File: src/rtl/rast_sample_iter_ctrl_if.sv
// Handshake bundle around the sample iterator: triangle/box in from bbox, samples out to hash.
// master = the iterator controller, slave = the surrounding pipeline (bbox + hash stages).
interface rast_sample_iter_ctrl_if #(
  parameter int SIGFIG = 24,
  parameter int VERTS  = 3,
  parameter int AXIS   = 3,
  parameter int COLORS = 3
);
  logic                          tri_valid;
  logic                          tri_ready;
  logic [VERTS*AXIS*SIGFIG-1:0]  tri_in;
  logic [COLORS*SIGFIG-1:0]      color_in;
  logic [2*SIGFIG-1:0]           box_ll;
  logic [2*SIGFIG-1:0]           box_ur;
  logic [3:0]                    subsample;
  logic                          samp_valid;
  logic                          samp_ready;
  logic [2*SIGFIG-1:0]           samp_pos;
  logic [VERTS*AXIS*SIGFIG-1:0]  samp_tri;
  logic [COLORS*SIGFIG-1:0]      samp_color;
  logic                          samp_last;

  modport master (
    input  tri_valid, tri_in, color_in, box_ll, box_ur, subsample, samp_ready,
    output tri_ready, samp_valid, samp_pos, samp_tri, samp_color, samp_last
  );
  modport slave (
    output tri_valid, tri_in, color_in, box_ll, box_ur, subsample, samp_ready,
    input  tri_ready, samp_valid, samp_pos, samp_tri, samp_color, samp_last
  );
endinterface

File: src/rtl/rast_sample_iter_ctrl.sv
// Walks one micropolygon bounding box in raster order at the MSAA sample pitch.
// Optional RAST_ITER_STATS_EN adds saturating triangle/sample counters.
module rast_sample_iter_ctrl #(
  parameter int SIGFIG = 24,
  parameter int RADIX  = 10,
  parameter int VERTS  = 3,
  parameter int AXIS   = 3,
  parameter int COLORS = 3
) (
  input  logic                     clk,
  input  logic                     rst_n,
  rast_sample_iter_ctrl_if.master  bus
`ifdef RAST_ITER_STATS_EN
  ,
  output logic [31:0]              stat_tris,
  output logic [31:0]              stat_samples
`endif
);

  typedef logic signed [SIGFIG-1:0] crd_t;
  typedef logic signed [SIGFIG:0]   wcrd_t;
  typedef enum logic {IDLE = 1'b0, TEST = 1'b1} state_t;
  typedef struct packed {
    crd_t ll_x;
    crd_t ur_x;
    crd_t ur_y;
    crd_t step;
  } box_t;

  localparam crd_t PIX = crd_t'(1) << RADIX;

  state_t                       state_q, state_d;
  box_t                         box_q, box_d;
  crd_t                         x_q, x_d, y_q, y_d;
  logic                         last_q, last_d;
  logic [VERTS*AXIS*SIGFIG-1:0] tri_q, tri_d;
  logic [COLORS*SIGFIG-1:0]     color_q, color_d;

  logic accept, adv, illegal;
  crd_t step_in, in_ll_x, in_ll_y, in_ur_x, in_ur_y;

  // One extra bit so the step past the largest coordinate cannot wrap negative.
  function automatic logic over(input crd_t c, input crd_t s, input crd_t lim);
    wcrd_t sum;
    sum = wcrd_t'({c[SIGFIG-1], c}) + wcrd_t'({s[SIGFIG-1], s});
    return sum > wcrd_t'({lim[SIGFIG-1], lim});
  endfunction

  assign in_ll_x = crd_t'(bus.box_ll[SIGFIG-1:0]);
  assign in_ll_y = crd_t'(bus.box_ll[2*SIGFIG-1:SIGFIG]);
  assign in_ur_x = crd_t'(bus.box_ur[SIGFIG-1:0]);
  assign in_ur_y = crd_t'(bus.box_ur[2*SIGFIG-1:SIGFIG]);
  assign illegal = (in_ur_x < in_ll_x) | (in_ur_y < in_ll_y);

  always_comb begin
    case (bus.subsample)
      4'b0100: step_in = PIX >> 1;
      4'b0010: step_in = PIX >> 2;
      4'b0001: step_in = PIX >> 3;
      default: step_in = PIX;
    endcase
  end

  assign bus.samp_valid = (state_q == TEST);
  assign adv            = bus.samp_valid & bus.samp_ready;
  assign bus.tri_ready  = (state_q == IDLE) | (adv & last_q);
  assign accept         = bus.tri_valid & bus.tri_ready;

  assign bus.samp_pos   = {y_q, x_q};
  assign bus.samp_last  = last_q;
  assign bus.samp_tri   = tri_q;
  assign bus.samp_color = color_q;

  always_comb begin
    state_d = state_q;
    box_d   = box_q;
    x_d     = x_q;
    y_d     = y_q;
    last_d  = last_q;
    tri_d   = tri_q;
    color_d = color_q;
    if (accept) begin
      // A new box takes priority; it may replace the final sample of the previous one.
      state_d    = TEST;
      box_d.ll_x = in_ll_x;
      box_d.ur_x = in_ur_x;
      box_d.ur_y = in_ur_y;
      box_d.step = step_in;
      x_d        = in_ll_x;
      y_d        = in_ll_y;
      last_d     = illegal | (over(in_ll_x, step_in, in_ur_x) & over(in_ll_y, step_in, in_ur_y));
      tri_d      = bus.tri_in;
      color_d    = bus.color_in;
    end else if (adv) begin
      if (last_q) begin
        state_d = IDLE;
        last_d  = 1'b0;
      end else begin
        if (over(x_q, box_q.step, box_q.ur_x)) begin
          x_d = box_q.ll_x;
          y_d = y_q + box_q.step;
        end else begin
          x_d = x_q + box_q.step;
        end
        last_d = over(x_d, box_q.step, box_q.ur_x) & over(y_d, box_q.step, box_q.ur_y);
      end
    end
  end

  always_ff @(posedge clk or negedge rst_n) begin
    if (!rst_n) begin
      state_q <= IDLE;
      box_q   <= '0;
      x_q     <= '0;
      y_q     <= '0;
      last_q  <= 1'b0;
      tri_q   <= '0;
      color_q <= '0;
    end else begin
      state_q <= state_d;
      box_q   <= box_d;
      x_q     <= x_d;
      y_q     <= y_d;
      last_q  <= last_d;
      tri_q   <= tri_d;
      color_q <= color_d;
    end
  end

`ifdef RAST_ITER_STATS_EN
  always_ff @(posedge clk or negedge rst_n) begin
    if (!rst_n) begin
      stat_tris    <= '0;
      stat_samples <= '0;
    end else begin
      if (accept && stat_tris != '1)
        stat_tris <= stat_tris + 32'd1;
      if (adv && stat_samples != '1)
        stat_samples <= stat_samples + 32'd1;
    end
  end
`endif

endmodule
File: src/flat_wrapper.sv
// flat-port wrapper written by rule: the top's interface ports become plain ports
module rast_sample_iter_ctrl_flat 
#(
  parameter int SIGFIG = 24,
  parameter int RADIX  = 10,
  parameter int VERTS  = 3,
  parameter int AXIS   = 3,
  parameter int COLORS = 3
)
  (clk, rst_n, bus_tri_valid, bus_tri_in, bus_color_in, bus_box_ll, bus_box_ur, bus_subsample, bus_samp_ready, bus_tri_ready, bus_samp_valid, bus_samp_pos, bus_samp_tri, bus_samp_color, bus_samp_last);
  rast_sample_iter_ctrl_if #(.SIGFIG(SIGFIG), .VERTS(VERTS), .AXIS(AXIS), .COLORS(COLORS)) bus_i ();
  input  logic clk;
  input  logic rst_n;
  input wire logic [$bits(bus_i.tri_valid)-1:0] bus_tri_valid;
  input wire logic [$bits(bus_i.tri_in)-1:0] bus_tri_in;
  input wire logic [$bits(bus_i.color_in)-1:0] bus_color_in;
  input wire logic [$bits(bus_i.box_ll)-1:0] bus_box_ll;
  input wire logic [$bits(bus_i.box_ur)-1:0] bus_box_ur;
  input wire logic [$bits(bus_i.subsample)-1:0] bus_subsample;
  input wire logic [$bits(bus_i.samp_ready)-1:0] bus_samp_ready;
  output wire logic [$bits(bus_i.tri_ready)-1:0] bus_tri_ready;
  output wire logic [$bits(bus_i.samp_valid)-1:0] bus_samp_valid;
  output wire logic [$bits(bus_i.samp_pos)-1:0] bus_samp_pos;
  output wire logic [$bits(bus_i.samp_tri)-1:0] bus_samp_tri;
  output wire logic [$bits(bus_i.samp_color)-1:0] bus_samp_color;
  output wire logic [$bits(bus_i.samp_last)-1:0] bus_samp_last;
  assign bus_i.tri_valid = bus_tri_valid;
  assign bus_i.tri_in = bus_tri_in;
  assign bus_i.color_in = bus_color_in;
  assign bus_i.box_ll = bus_box_ll;
  assign bus_i.box_ur = bus_box_ur;
  assign bus_i.subsample = bus_subsample;
  assign bus_i.samp_ready = bus_samp_ready;
  assign bus_tri_ready = bus_i.tri_ready;
  assign bus_samp_valid = bus_i.samp_valid;
  assign bus_samp_pos = bus_i.samp_pos;
  assign bus_samp_tri = bus_i.samp_tri;
  assign bus_samp_color = bus_i.samp_color;
  assign bus_samp_last = bus_i.samp_last;
  rast_sample_iter_ctrl #(.SIGFIG(SIGFIG), .RADIX(RADIX), .VERTS(VERTS), .AXIS(AXIS), .COLORS(COLORS)) u_core (.clk(clk), .rst_n(rst_n), .bus(bus_i));
endmodule
File: config.mk
export PLATFORM = sky130hd
export DESIGN_NAME = rast_sample_iter_ctrl_flat
export DESIGN_NICKNAME = d
export VERILOG_FILES = /design/src/rtl/rast_sample_iter_ctrl_if.sv /design/src/rtl/rast_sample_iter_ctrl.sv /design/src/flat_wrapper.sv
export SDC_FILE = /design/constraint.sdc
export NUM_CORES = 1
export LEC_CHECK = 0
export ABC_CLOCK_PERIOD_IN_PS = 9700
export BUFFER_PORTS_ARGS = -buffer_cell sky130_fd_sc_hd__buf_2
export CAP_MARGIN = 20
export CORE_AREA = 2 2 285 287
export DETAILED_ROUTE_END_ITERATION = 12
export DIE_AREA = 0 0 287 289
export HOLD_SLACK_MARGIN = 0.03
export PLACE_DENSITY_LB_ADDON = 0.08
export SLEW_MARGIN = 30
export SYNTH_ARGS = -nofsm -noshare
export SYNTH_HDL_FRONTEND = slang
export SYNTH_SLANG_ARGS = --single-unit
File: constraint.sdc
create_clock -name clk -period 9.7 [get_ports clk]
set_input_delay 1.455 -clock clk [delete_from_list [all_inputs] [get_ports clk]]
set_output_delay 1.455 -clock clk [all_outputs]
set_load 0.02 [all_outputs]
* Word level (Yosys, flattened, before mapping)
Index checks and enable logic that the tools add are counted.
** Storage, ports and cells
- Input bits :: 392
- Output and inout port bits :: 339
- Register bits after elaboration :: 421
** Operators by class
- Equality and inequality tests :: 4
- Mux-type cells :: 21
- Add/sub/neg operators :: 7
- Magnitude comparators :: 7
- Bitwise gates (word level) :: 9
- Reductions and logical operators :: 4
** Operators with widths (count)
- $mux W24 :: 14
- $add A24 B12 Y25 :: 5
- $gt A25 B24 Y1 :: 5
- $add A24 B12 Y24 :: 2
- $lt A24 B24 Y1 :: 2
- $pmux W11 S3 :: 1
- $mux W1 :: 6
- $and A1 B1 Y1 :: 5
- $eq A4 B1 Y1 const B :: 1
- $eq A4 B2 Y1 const B :: 1
- $eq A4 B3 Y1 const B :: 1
- $reduce_and A2 Y1 :: 2
- $reduce_bool A2 Y1 :: 2
- $or A1 B1 Y1 :: 3
- $ne A2 B2 Y1 const B :: 1
- $not A1 Y1 :: 1

* Longest topological paths before layout
Gate-level depths: netlist (run 1).
- Depth after elaboration :: 12
- Mapped depth :: 37
- Gate-level depth less buffers :: 34

* Worst setup path after synthesis (run 1)
OpenSTA, ideal clock, no wires.
- Path type :: register to register
- Start point :: register u_core.x_q[7]
- End point :: register u_core.last_q, in the netlist u_core.bus.samp_last
- Path slack :: 2748 ps
- Stages on the path, launching flop included :: 37
- Data arrival time :: 6823 ps
- Setup time :: 129 ps
- Path buffers :: 3
- Path through :: dfrtp_1 -> ha_1 -> fa_1 -> a21o_1 -> a21oi_1 -> nor2_1 -> nand4_1 -> xnor2_1 -> ha_1 -> and4_1 -> nand4_1 -> nand4bb_1 -> a32o_2 -> nor3_4 -> buf_6 -> buf_2 -> buf_2 -> nand2_1 -> nand2_1 -> ha_1 -> inv_1 -> fa_1 -> nor2b_1 -> o21ai_0 -> nand2b_1 -> nand4_1 -> nor3_1 -> xnor2_1 -> ha_1 -> nand3_1 -> nor2_1 -> nand2_1 -> or4_1 -> a31oi_1 -> o21ai_0 -> nand4_1 -> o21ai_0
** On the way
- Word-level cells in the longest chain between the ends :: 12
** RTL lines
- start, declared :: RTL line rast_sample_iter_ctrl.sv:34 : crd_t x_q, x_d, y_q, y_d;
- start signal, assigned :: RTL line rast_sample_iter_ctrl.sv:114 : x_q <= '0;
- start signal, assigned :: RTL line rast_sample_iter_ctrl.sv:122 : x_q <= x_d;
- $add A24 B12 Y25 :: RTL line rast_sample_iter_ctrl.sv:45 : sum = wcrd_t'({c[SIGFIG-1], c}) + wcrd_t'({s[SIGFIG-1], s});
- $gt A25 B24 Y1 :: RTL line rast_sample_iter_ctrl.sv:46 : return sum > wcrd_t'({lim[SIGFIG-1], lim});
- $mux W24 :: RTL line rast_sample_iter_ctrl.sv:99 : if (over(x_q, box_q.step, box_q.ur_x)) begin
- $mux W24 :: RTL line rast_sample_iter_ctrl.sv:95 : if (last_q) begin
- $mux W24 :: RTL line rast_sample_iter_ctrl.sv:94 : end else if (adv) begin
- $mux W24 :: RTL line rast_sample_iter_ctrl.sv:82 : if (accept) begin
- $add A24 B12 Y25 :: RTL line rast_sample_iter_ctrl.sv:45
- $gt A25 B24 Y1 :: RTL line rast_sample_iter_ctrl.sv:46
- $and A1 B1 Y1 (*) :: RTL line rast_sample_iter_ctrl.sv:105 : last_d = over(x_d, box_q.step, box_q.ur_x) & over(y_d, box_q.step, box_q.ur_y);
- $mux W1 (*) :: RTL line rast_sample_iter_ctrl.sv:95
- $mux W1 (*) :: RTL line rast_sample_iter_ctrl.sv:94
- $mux W1 (*) :: RTL line rast_sample_iter_ctrl.sv:82
- end signal, assigned :: RTL line rast_sample_iter_ctrl.sv:124 : last_q <= last_d;
- end, declared :: RTL line rast_sample_iter_ctrl.sv:35 : logic last_q, last_d;
Every way passes the cells marked *; elsewhere a longest branch is shown, timed or not. The select of a mux whose other input is x is not followed.
A chain may end at the register's enable or synchronous reset.

* Final worst setup path (run 1)
- Start point :: register u_core.box_q[7] (netlist bit)
- End point :: register u_core.last_q, in the netlist u_core.bus.samp_last
** On the way
- Word-level cells in the longest chain between the ends :: 12
** RTL lines
- start, declared :: RTL line rast_sample_iter_ctrl.sv:33 : box_t box_q, box_d;
- start signal, assigned :: RTL line rast_sample_iter_ctrl.sv:121 : box_q <= box_d;
- $add A24 B12 Y25 :: RTL line rast_sample_iter_ctrl.sv:45
- $gt A25 B24 Y1 :: RTL line rast_sample_iter_ctrl.sv:46
- $mux W24 :: RTL line rast_sample_iter_ctrl.sv:99
- $mux W24 :: RTL line rast_sample_iter_ctrl.sv:95
- $mux W24 :: RTL line rast_sample_iter_ctrl.sv:94
- $mux W24 :: RTL line rast_sample_iter_ctrl.sv:82
- $add A24 B12 Y25 :: RTL line rast_sample_iter_ctrl.sv:45
- $gt A25 B24 Y1 :: RTL line rast_sample_iter_ctrl.sv:46
- $and A1 B1 Y1 (*) :: RTL line rast_sample_iter_ctrl.sv:105
- $mux W1 (*) :: RTL line rast_sample_iter_ctrl.sv:95
- $mux W1 (*) :: RTL line rast_sample_iter_ctrl.sv:94
- $mux W1 (*) :: RTL line rast_sample_iter_ctrl.sv:82
Marks and branches as above.

==> impl_results.md, run 1 <==
- Mapped Cells: 2681
- Worst EP arrival: 8700 ps
- Remaining Overflow, GRT: 0
- Clock sinks: 414
- Max Transition Viols Final: 0
- Outcome: finished, final reports clean
- P&R area growth vs syn: 28.6%
- Post-synth top cells: 1064 x nand2_1, 414 x dfrtp_1, 199 x ha_1
- Final-stage net count: 3969
- Total Wirelength: between 80000 and 90000 um
- Worst Path Buf+Inv: 2
- Critical path's top delay family: simple AND/OR/NAND/NOR gates
- Worst path depth: 32
- IO Count: 731
- Setup Viol. Count Final: 0
- Wire length per cell: 19.7 um
- Dominant cells by area after synthesis: dfrtp_1 46%, nand2_1 18%, ha_1 11%
- Drt initial violations: between 1000 and 1500
- Maxcap violations: 0
- Fin crit period: 8230 ps
- Slew Limit Headroom: 34.6%
- FF-to-FF path depth: 32
- Async SR Flop Fraction: 100%
- CTS buffer count: a little over 50
- Critical Path RT: 10170 ps
- Most numerous cell in the Yosys netlist: nand2_1
- Global-route total usage across every layer: 20.6%
- DIE AREA: 0.0829 mm2
- Slowest stage delay, CP: 640 ps
- Distinct cells, synth: 78
- Residual DRC: 0
- Vias per cell: ~4.7
- TNS Setup: 0 ps
- Area of the core: 0.0799 mm2
- RSZ-0062 raised after global routing: false
- Worst skew pair latency: 610 ps
- Post-Route Skew: about 32 ps
- Worst-path clk slew: around 60 ps
- Critical Path Source Type: flip-flop
- Hold buffer count at CTS: 0
- Reg2reg end: u_core.bus.samp_last
- HP Class: reg -> reg
- Via count: 20900
- Hold Vio Cnt, Final: 0
- Slowest-stage cell, CP: nand3_1
- Crit path from: u_core.box_q[7]
- Die extent in x: 287 um
- Overall Power: between 10 and 15 mW
- R2R Setup Slk: ~1500 ps
- Part of the Yosys area used for sequential elements: 45.5%
- Least-Margin Pin Slew: 981 ps
- Cts repair resizes: 0
- Antenna Nets Post-Route: 0
- Crit-path max FO: 13
- Fillers: 8436
- VDD IR-drop max: approximately 0.00018 V
- Dpl hpwl: slightly below 70000 um
- Top_reg_cell synth: dfrtp_1
- Die height: between 200 and 300 um
- Antenna violations before repair: 27
- Post-CTS Setup Repair Bufs: 0
- Global-route wire length before repair: between 100000 and 150000 um
- Finished Cell Area: 0.0293 mm2
- CP endpoint kind: flip-flop
- Drt first pass iters: 5
- Area leader, netlist: dfrtp_1
- Synth warn: 0
- Most frequent CP cell: ha_1
- Synthesized flop and latch total: a little over 400
- Power Density: 350 mW/mm2
- Crit path to: u_core.bus.samp_last
- Initial core utilization: roughly 28%
- Number of synthesized flops with an enable pin: 0
- Placement row count: 104
- Vias in the first global route: roughly 22000
- Leakage power: 16.0 nW
- Post-Syn Area per Cell: 8.49 um2
- Synth Net Count: 3278
- Final GP Congestion: between 0.8 and 0.9
- Final period utilization: 84.8%
- Largest net degree at the start of global routing: 197
- Top cell type's share of synthesized area: a little under half
- H-tree Lvls: 2
- Share of cells above drive strength 1: about a quarter
- Crit Path Category: reg -> reg
- I/O Buffers: 730
- Placed cell areas: 0.0275 mm2
- Max clock buf depth: 3
- CTS tree: built
- Mapped Area: 0.0228 mm2
- Clock root buffer: clkbuf_16
- Fmax achieved: between 100 and 150 MHz
- Worst reg2reg path startpoint: u_core.box_q[7]
## metal layers
layer  share of wire, %  GRT usage [%]  vias to the layer above
li1                   -              -                    10200
met3                5.7           4.53                      158
met1                 41           24.9                     9995
met5               0.20              0                        -
met2                 50           36.5                      536
met4                2.9           6.47                       28
## worst register-to-register path, delay by kind of cell, from the launching register on
family / cells / cell delay, ps
AOI/OAI and AO/OA: 9 / 2400
xor gates and xnor gates: 2 / 240
adders and majority gates: 5 / 1540
buffers and inverters: 2 / 140
DFF: 1 / 440
muxes: 1 / 510
and+or+nand+nor: 13 / 2850
## per-stage QoR
stage / utilization (%) / setup slack (ps) / std cells / hold WS, ps
2_1_floorplan: - / 2750 / 2681 / 449
3_3_place_gp: 34.4 / 1580 / 4378 / 452
3_5_place_dp: 34.4 / 1420 / 4378 / 456
4_1_cts: 36.6 / 1370 / 4469 / 470
5_1_grt: 36.7 / 722 / 4480 / 482
6_report: 36.7 / 1470 / 4480 / 465
## power by group
part | internal, mW | switching (mW) | leakage, nW
Clock | 1.16 | 0.787 | 0.826
Combinational | 1.81 | 3.40 | 10.1
Sequential | 2.54 | 0.564 | 5.14
## area by class of cell
type | instances | area, um2 | area share (%)
Clock buffer | 80 | 1530 | 5.21
Antenna cell | 10 | 25.0 | 0.0855
Inverter | 176 | 661 | 2.26
Multi-Input combinational cell | 1979 | 11300 | 38.7
Timing Repair Buffer | 750 | 3880 | 13.2
Clock inverter | 11 | 175 | 0.598
Sequential cell | 414 | 10400 | 35.4
Tap cell | 1060 | 1330 | 4.53
## registers in the layout, indices dropped and copies added (netlist names)
signal / count
u_core.box_q: 76
u_core.bus.samp_color: 72
u_core.bus.samp_last: 1
u_core.bus.samp_tri: 216
u_core.bus.samp_valid: 1
u_core.x_q: 24
u_core.y_q: 24
## cell families after synthesis
logic type	share of synthesized area, %
compound gates	10.6
xor+xnor	3.27
fa+ha+maj	11.5
buf+inv	4.84
flops	45.5
mux	0.709
simple gates	23.6
## worst min-delay path by stage
stage                     slack, ps                   endpoint                 startpoint  depth (start not counted)
final                           470  u_core.bus.samp_color[44]  u_core.bus.samp_color[44]                          2
after CTS                       470    u_core.bus.samp_tri[43]    u_core.bus.samp_tri[43]                          2
after global routing            480  u_core.bus.samp_color[19]  u_core.bus.samp_color[19]                          2
after global placement          450    u_core.bus.samp_tri[62]    u_core.bus.samp_tri[62]                          2
after detailed placement        460    u_core.bus.samp_tri[43]    u_core.bus.samp_tri[43]                          2
after floorplan                 450           u_core.box_q[94]           u_core.box_q[94]                          2
## cells in the final DEF (no fill, tap or decap), types with 6 or more instances in the layout
cell / instances
diode_2: 10
a211oi_1: 10
fa_1: 6
clkbuf_8: 12
a31oi_1: 10
clkbuf_16: 52
xnor2_1: 67
nand4_1: 47
mux2i_1: 15
o21ai_0: 140
nand3_1: 32
o211ai_1: 8
nand2_1: 1063
nor2b_1: 21
ha_1: 199
buf_2: 729
buf_4: 14
o21a_1: 9
a22oi_1: 32
inv_1: 176
a21o_1: 50
and3_1: 6
clkbuf_1: 16
dfrtp_1: 414
nor2_1: 54
a21oi_1: 50
nand2b_1: 12
xor2_1: 18
nor3_1: 18
No activity file was read; power rests on OpenSTA's default activity.
==> run 2, diff against run 1 <==
--- a/config.mk
+++ b/config.mk
@@ -5,12 +5,13 @@
 export SDC_FILE = /design/constraint.sdc
 export NUM_CORES = 1
 export LEC_CHECK = 0
-export ABC_CLOCK_PERIOD_IN_PS = 9700
+export ABC_AREA = 1
+export ABC_CLOCK_PERIOD_IN_PS = 8300
 export BUFFER_PORTS_ARGS = -buffer_cell sky130_fd_sc_hd__buf_2
 export CAP_MARGIN = 20
-export CORE_AREA = 2 2 285 287
+export CORE_AREA = 2 2 288 290
 export DETAILED_ROUTE_END_ITERATION = 12
-export DIE_AREA = 0 0 287 289
+export DIE_AREA = 0 0 290 292
 export HOLD_SLACK_MARGIN = 0.03
 export PLACE_DENSITY_LB_ADDON = 0.08
 export SLEW_MARGIN = 30
==> constraint.sdc (replaced) <==
create_clock -name clk -period 8.3 [get_ports clk]
set_input_delay 1.245 -clock clk [delete_from_list [all_inputs] [get_ports clk]]
set_output_delay 1.245 -clock clk [all_outputs]
set_load 0.02 [all_outputs]
==> impl_results.md, run 2 <==
- CP endpoint kind: flip-flop
- Remaining Overflow, GRT: 0 (unchanged)
- Vias in the first global route: 22300 (+2.9%)
- Crit Path Category: reg -> reg
- HP Class: reg -> reg
- Slowest stage delay, CP: 510 ps (-130 ps)
- Top_reg_cell synth: dfrtp_1
- Most frequent cells in the layout: 1307 x nand2_1, 729 x buf_2, 414 x dfrtp_1
- Initial core utilization: 28.6% (+0.059 points)
- Maxcap violations: 0 (unchanged)
- Area of the core: 0.0816 mm2 (+2.1%)
- Die height: 292 um (+1.0%)
- Final-stage net count: 4290 (+8.1%)
- Hold buffer count at CTS: 0 (unchanged)
- Clock sinks: 414 (unchanged)
- Max clock buf depth: 3 (unchanged)
- Top cell type's share of synthesized area: 44.5% (-1.0 points)
- Slew Limit Headroom: 31.3% (-3.3 points)
- Seq pwr share: 25.2% (-5.0 points)
- VDD IR-drop max: 0.000300 V (+66%)
- R2R Setup Slk: 1180 ps (-300 ps)
- RSZ-0062 raised after global routing: false
- Number of synthesized flops with an enable pin: 0 (unchanged)
- Reg2reg end: u_core.bus.samp_last
- Clock root buffer: clkbuf_16
- Drt initial violations: 1240 (+17%)
- Final GP Congestion: 0.892 (+6.1%)
- IO Count: 731 (unchanged)
- Crit-path max FO: 54 (+41)
- Part of the Yosys area used for sequential elements: 44.5% (-1.0 points)
- Cells after DPL: 4707 (+7.5%)
- Async SR Flop Fraction: 100% (unchanged)
- Vias per cell: 4.49 (-3.7%)
- Worst EP arrival: 7680 ps (-1020 ps)
- Global-route total usage across every layer: 23.3% (+2.7 points)
- Psw: 7.30 mW (+54%)
- Fin util: 36.8% (+0.16 points)
- Cts repair resizes: 0 (unchanged)
- Hold_ws: 471 ps (+5.73 ps)
- Number of flip-flops in the largest register: 216 (unchanged)
- Leakage power: 17.2 nW (+7.1%)
- Power Density: 480 mW/mm2 (+37%)
- Area leader, netlist: dfrtp_1
- Post-synth top cells: 1308 x nand2_1, 414 x dfrtp_1, 332 x inv_1
- Outcome: finished, final reports clean
- Switching Fraction: 50.6% (+4.3 points)
- Synthesized flop and latch total: 414 (unchanged)
- Die extent in x: 290 um (+1.0%)
- H-tree Lvls: 2 (unchanged)
- Hold Path End: u_core.bus.samp_color[21]
- Hold Vio Cnt, Final: 0 (unchanged)
- Slowest-stage cell, CP: nand2_4
- Pre-CTS setup slack: 1150 ps (-271 ps)
- FF-to-FF path depth: 40 (+25%)
- CTS tree: built
- Comb power frac: 57.3% (+6.5 points)
- Most numerous cell in the Yosys netlist: nand2_1
- PnR worst setup slack: 1180 ps (-298 ps)
- Pint: 7.12 mW (+29%)
- Fmax achieved: 140 MHz (+15%)
- I/O Buffers: 730 (unchanged)
- Mapped Area: 0.0233 mm2 (+2.3%)
- Largest net degree at the start of global routing: 217 (+10%)
- Critical Path Source Type: flip-flop
- TNS Setup: 0 ps (unchanged)
- Total Wirelength: 101000 um (+14%)
- Setup Viol. Count Final: 0 (unchanged)
- P&R area growth vs syn: 28.9%
- DIE AREA: 0.0847 mm2 (+2.1%)
- Fin crit period: 7120 ps (-1100 ps)
- Dominant cells by area after synthesis: dfrtp_1 44%, nand2_1 21%, ha_1 11%
- Antenna Nets Post-Route: 0 (unchanged)
- Worst skew pair latency: 630 ps (+20 ps)
- Critical Path RT: 8860 ps (-1310 ps)
- Distinct cells, synth: 47 (-40%)
- CTS buffer count: 52 (+2.0%)
- Wire length per cell: 20.9 um (+6.1%)
- Clock network power share: 17.5% (-1.5 points)
- Synth warn: 0 (unchanged)
- Post-CTS Setup Repair Bufs: 0 (unchanged)
- Residual DRC: 0 (unchanged)
- Post-Route Skew: 32.3 ps (+0.811 ps)
- Final period utilization: 85.8% (+1.0 points)
- Non-Filler Instances: 4824 (+7.7%)
- Antenna violations before repair: 39 (+44%)
- Share of cells above drive strength 1: 23.6% (-1.3 points)
- Worst reg2reg path startpoint: u_core.box_q[10]
- Via count: 21700 (+3.7%)
- Max Transition Viols Final: 0 (unchanged)
- Worst-path clk slew: 60 ps (about the same)
- Placement row count: 105 (+0.96%)
- Hold_sp: u_core.bus.samp_color[21]
- Commonest non-fill, non-tap cell in the layout: nand2_1
- Dpl hpwl: 79400 um (+18%)
- Least-Margin Pin Slew: 1030 ps (+49.6 ps)
- Post-Syn Area per Cell: 7.79 um2 (-8.3%)
- Global-route wire length before repair: 147000 um (+11%)
- Synth Net Count: 3589 (+9.5%)
- Mapped Cells: 2992 (+12%)
- Drt first pass iters: 5 (unchanged)
- Worst hold path depth: 2 (unchanged)
-- run 2: cell count changes in the layout (fill, tap and decap cells not counted), sizes merged, moves of 42 or more --
| cell | previous run | this run |
|---|---|---|
| nand2 | 1064 | 1322 |
| inv | 177 | 338 |
| xnor2 | 67 | 9 |
| nand3 | 33 | 83 |
| a21o | 50 | 7 |
| a21oi | 50 | 92 |
| xor2 | 18 | 60 |
-- run 2: worst max-delay path by stage --
| stage | start | end | slack [ps] | cells after the start |
|---|---|---|---|---|
| after CTS | u_core.box_q[10] | u_core.bus.samp_last | 1160 | 40 |
| after global routing | u_core.box_q[9] | u_core.bus.samp_last | 520 | 40 |
| after global placement | u_core.box_q[9] | u_core.bus.samp_last | 1270 | 40 |
| final | u_core.box_q[10] | u_core.bus.samp_last | 1180 | 40 |
| after detailed placement | u_core.box_q[10] | u_core.bus.samp_last | 1150 | 40 |
| after floorplan | u_core.x_q[10] | u_core.bus.samp_last | 2380 | 39 |
-- run 2: cell type report --
class	count	area, um2
Antenna cell	20	50.0
Clock buffer	74	1540
Clock inverter	21	352
Fill cell	8786	51500
Inverter	338	1280
Multi-Input combinational cell	2138	11200
Sequential cell	414	10400
Tap cell	1070	1340
Timing Repair Buffer	749	3880
-- run 2: power by group through the flow --
stage | Combinational, mW | Clock (mW) | Sequential, mW
2_1_floorplan | 4.51 | 0 | 4.51
3_3_place_gp | 8.35 | 0 | 3.64
3_5_place_dp | 8.32 | 0 | 3.62
4_1_cts | 8.35 | 2.59 | 3.62
5_1_grt | 9.32 | 2.67 | 3.75
6_report | 8.27 | 2.52 | 3.63
-- run 2: per-stage QoR --
stage	area (um2)	total power, mW
6_report	30000	14.4
5_1_grt	30000	15.7
4_1_cts	29900	14.6
3_5_place_dp	28000	11.9
3_3_place_gp	28000	12.0
2_1_floorplan	23300	9.02
-- run 2: cells by family after synthesis --
| kind of cell | count (synthesis) | share of synthesized area, % |
|---|---|---|
| AOI/OAI and AO/OA | 290 | 7.11 |
| buffers and inverters | 440 | 7.33 |
| xor gates and xnor gates | 69 | 2.59 |
| adders and majority gates | 205 | 11.2 |
| DFF | 414 | 44.5 |
| and+or+nand+nor | 1574 | 27.3 |
-- run 2: critical path, delay by kind of cell, from the launching register on --
kind	cells	cell delay (ps)
compound gates	4	550
fa+ha+maj	4	1360
buf+inv	4	480
flops	1	480
simple gates	28	4160
-- run 2: per-layer routing --
metal	wire, um	share of wire (%)	GRT usage, %	up-vias
li1	-	-	-	10800
met1	43000	43	29.7	10000
met2	46000	46	37.1	656
met3	8750	8.7	7.38	146
met4	2860	2.8	8.46	8
met5	54	0.054	0	-
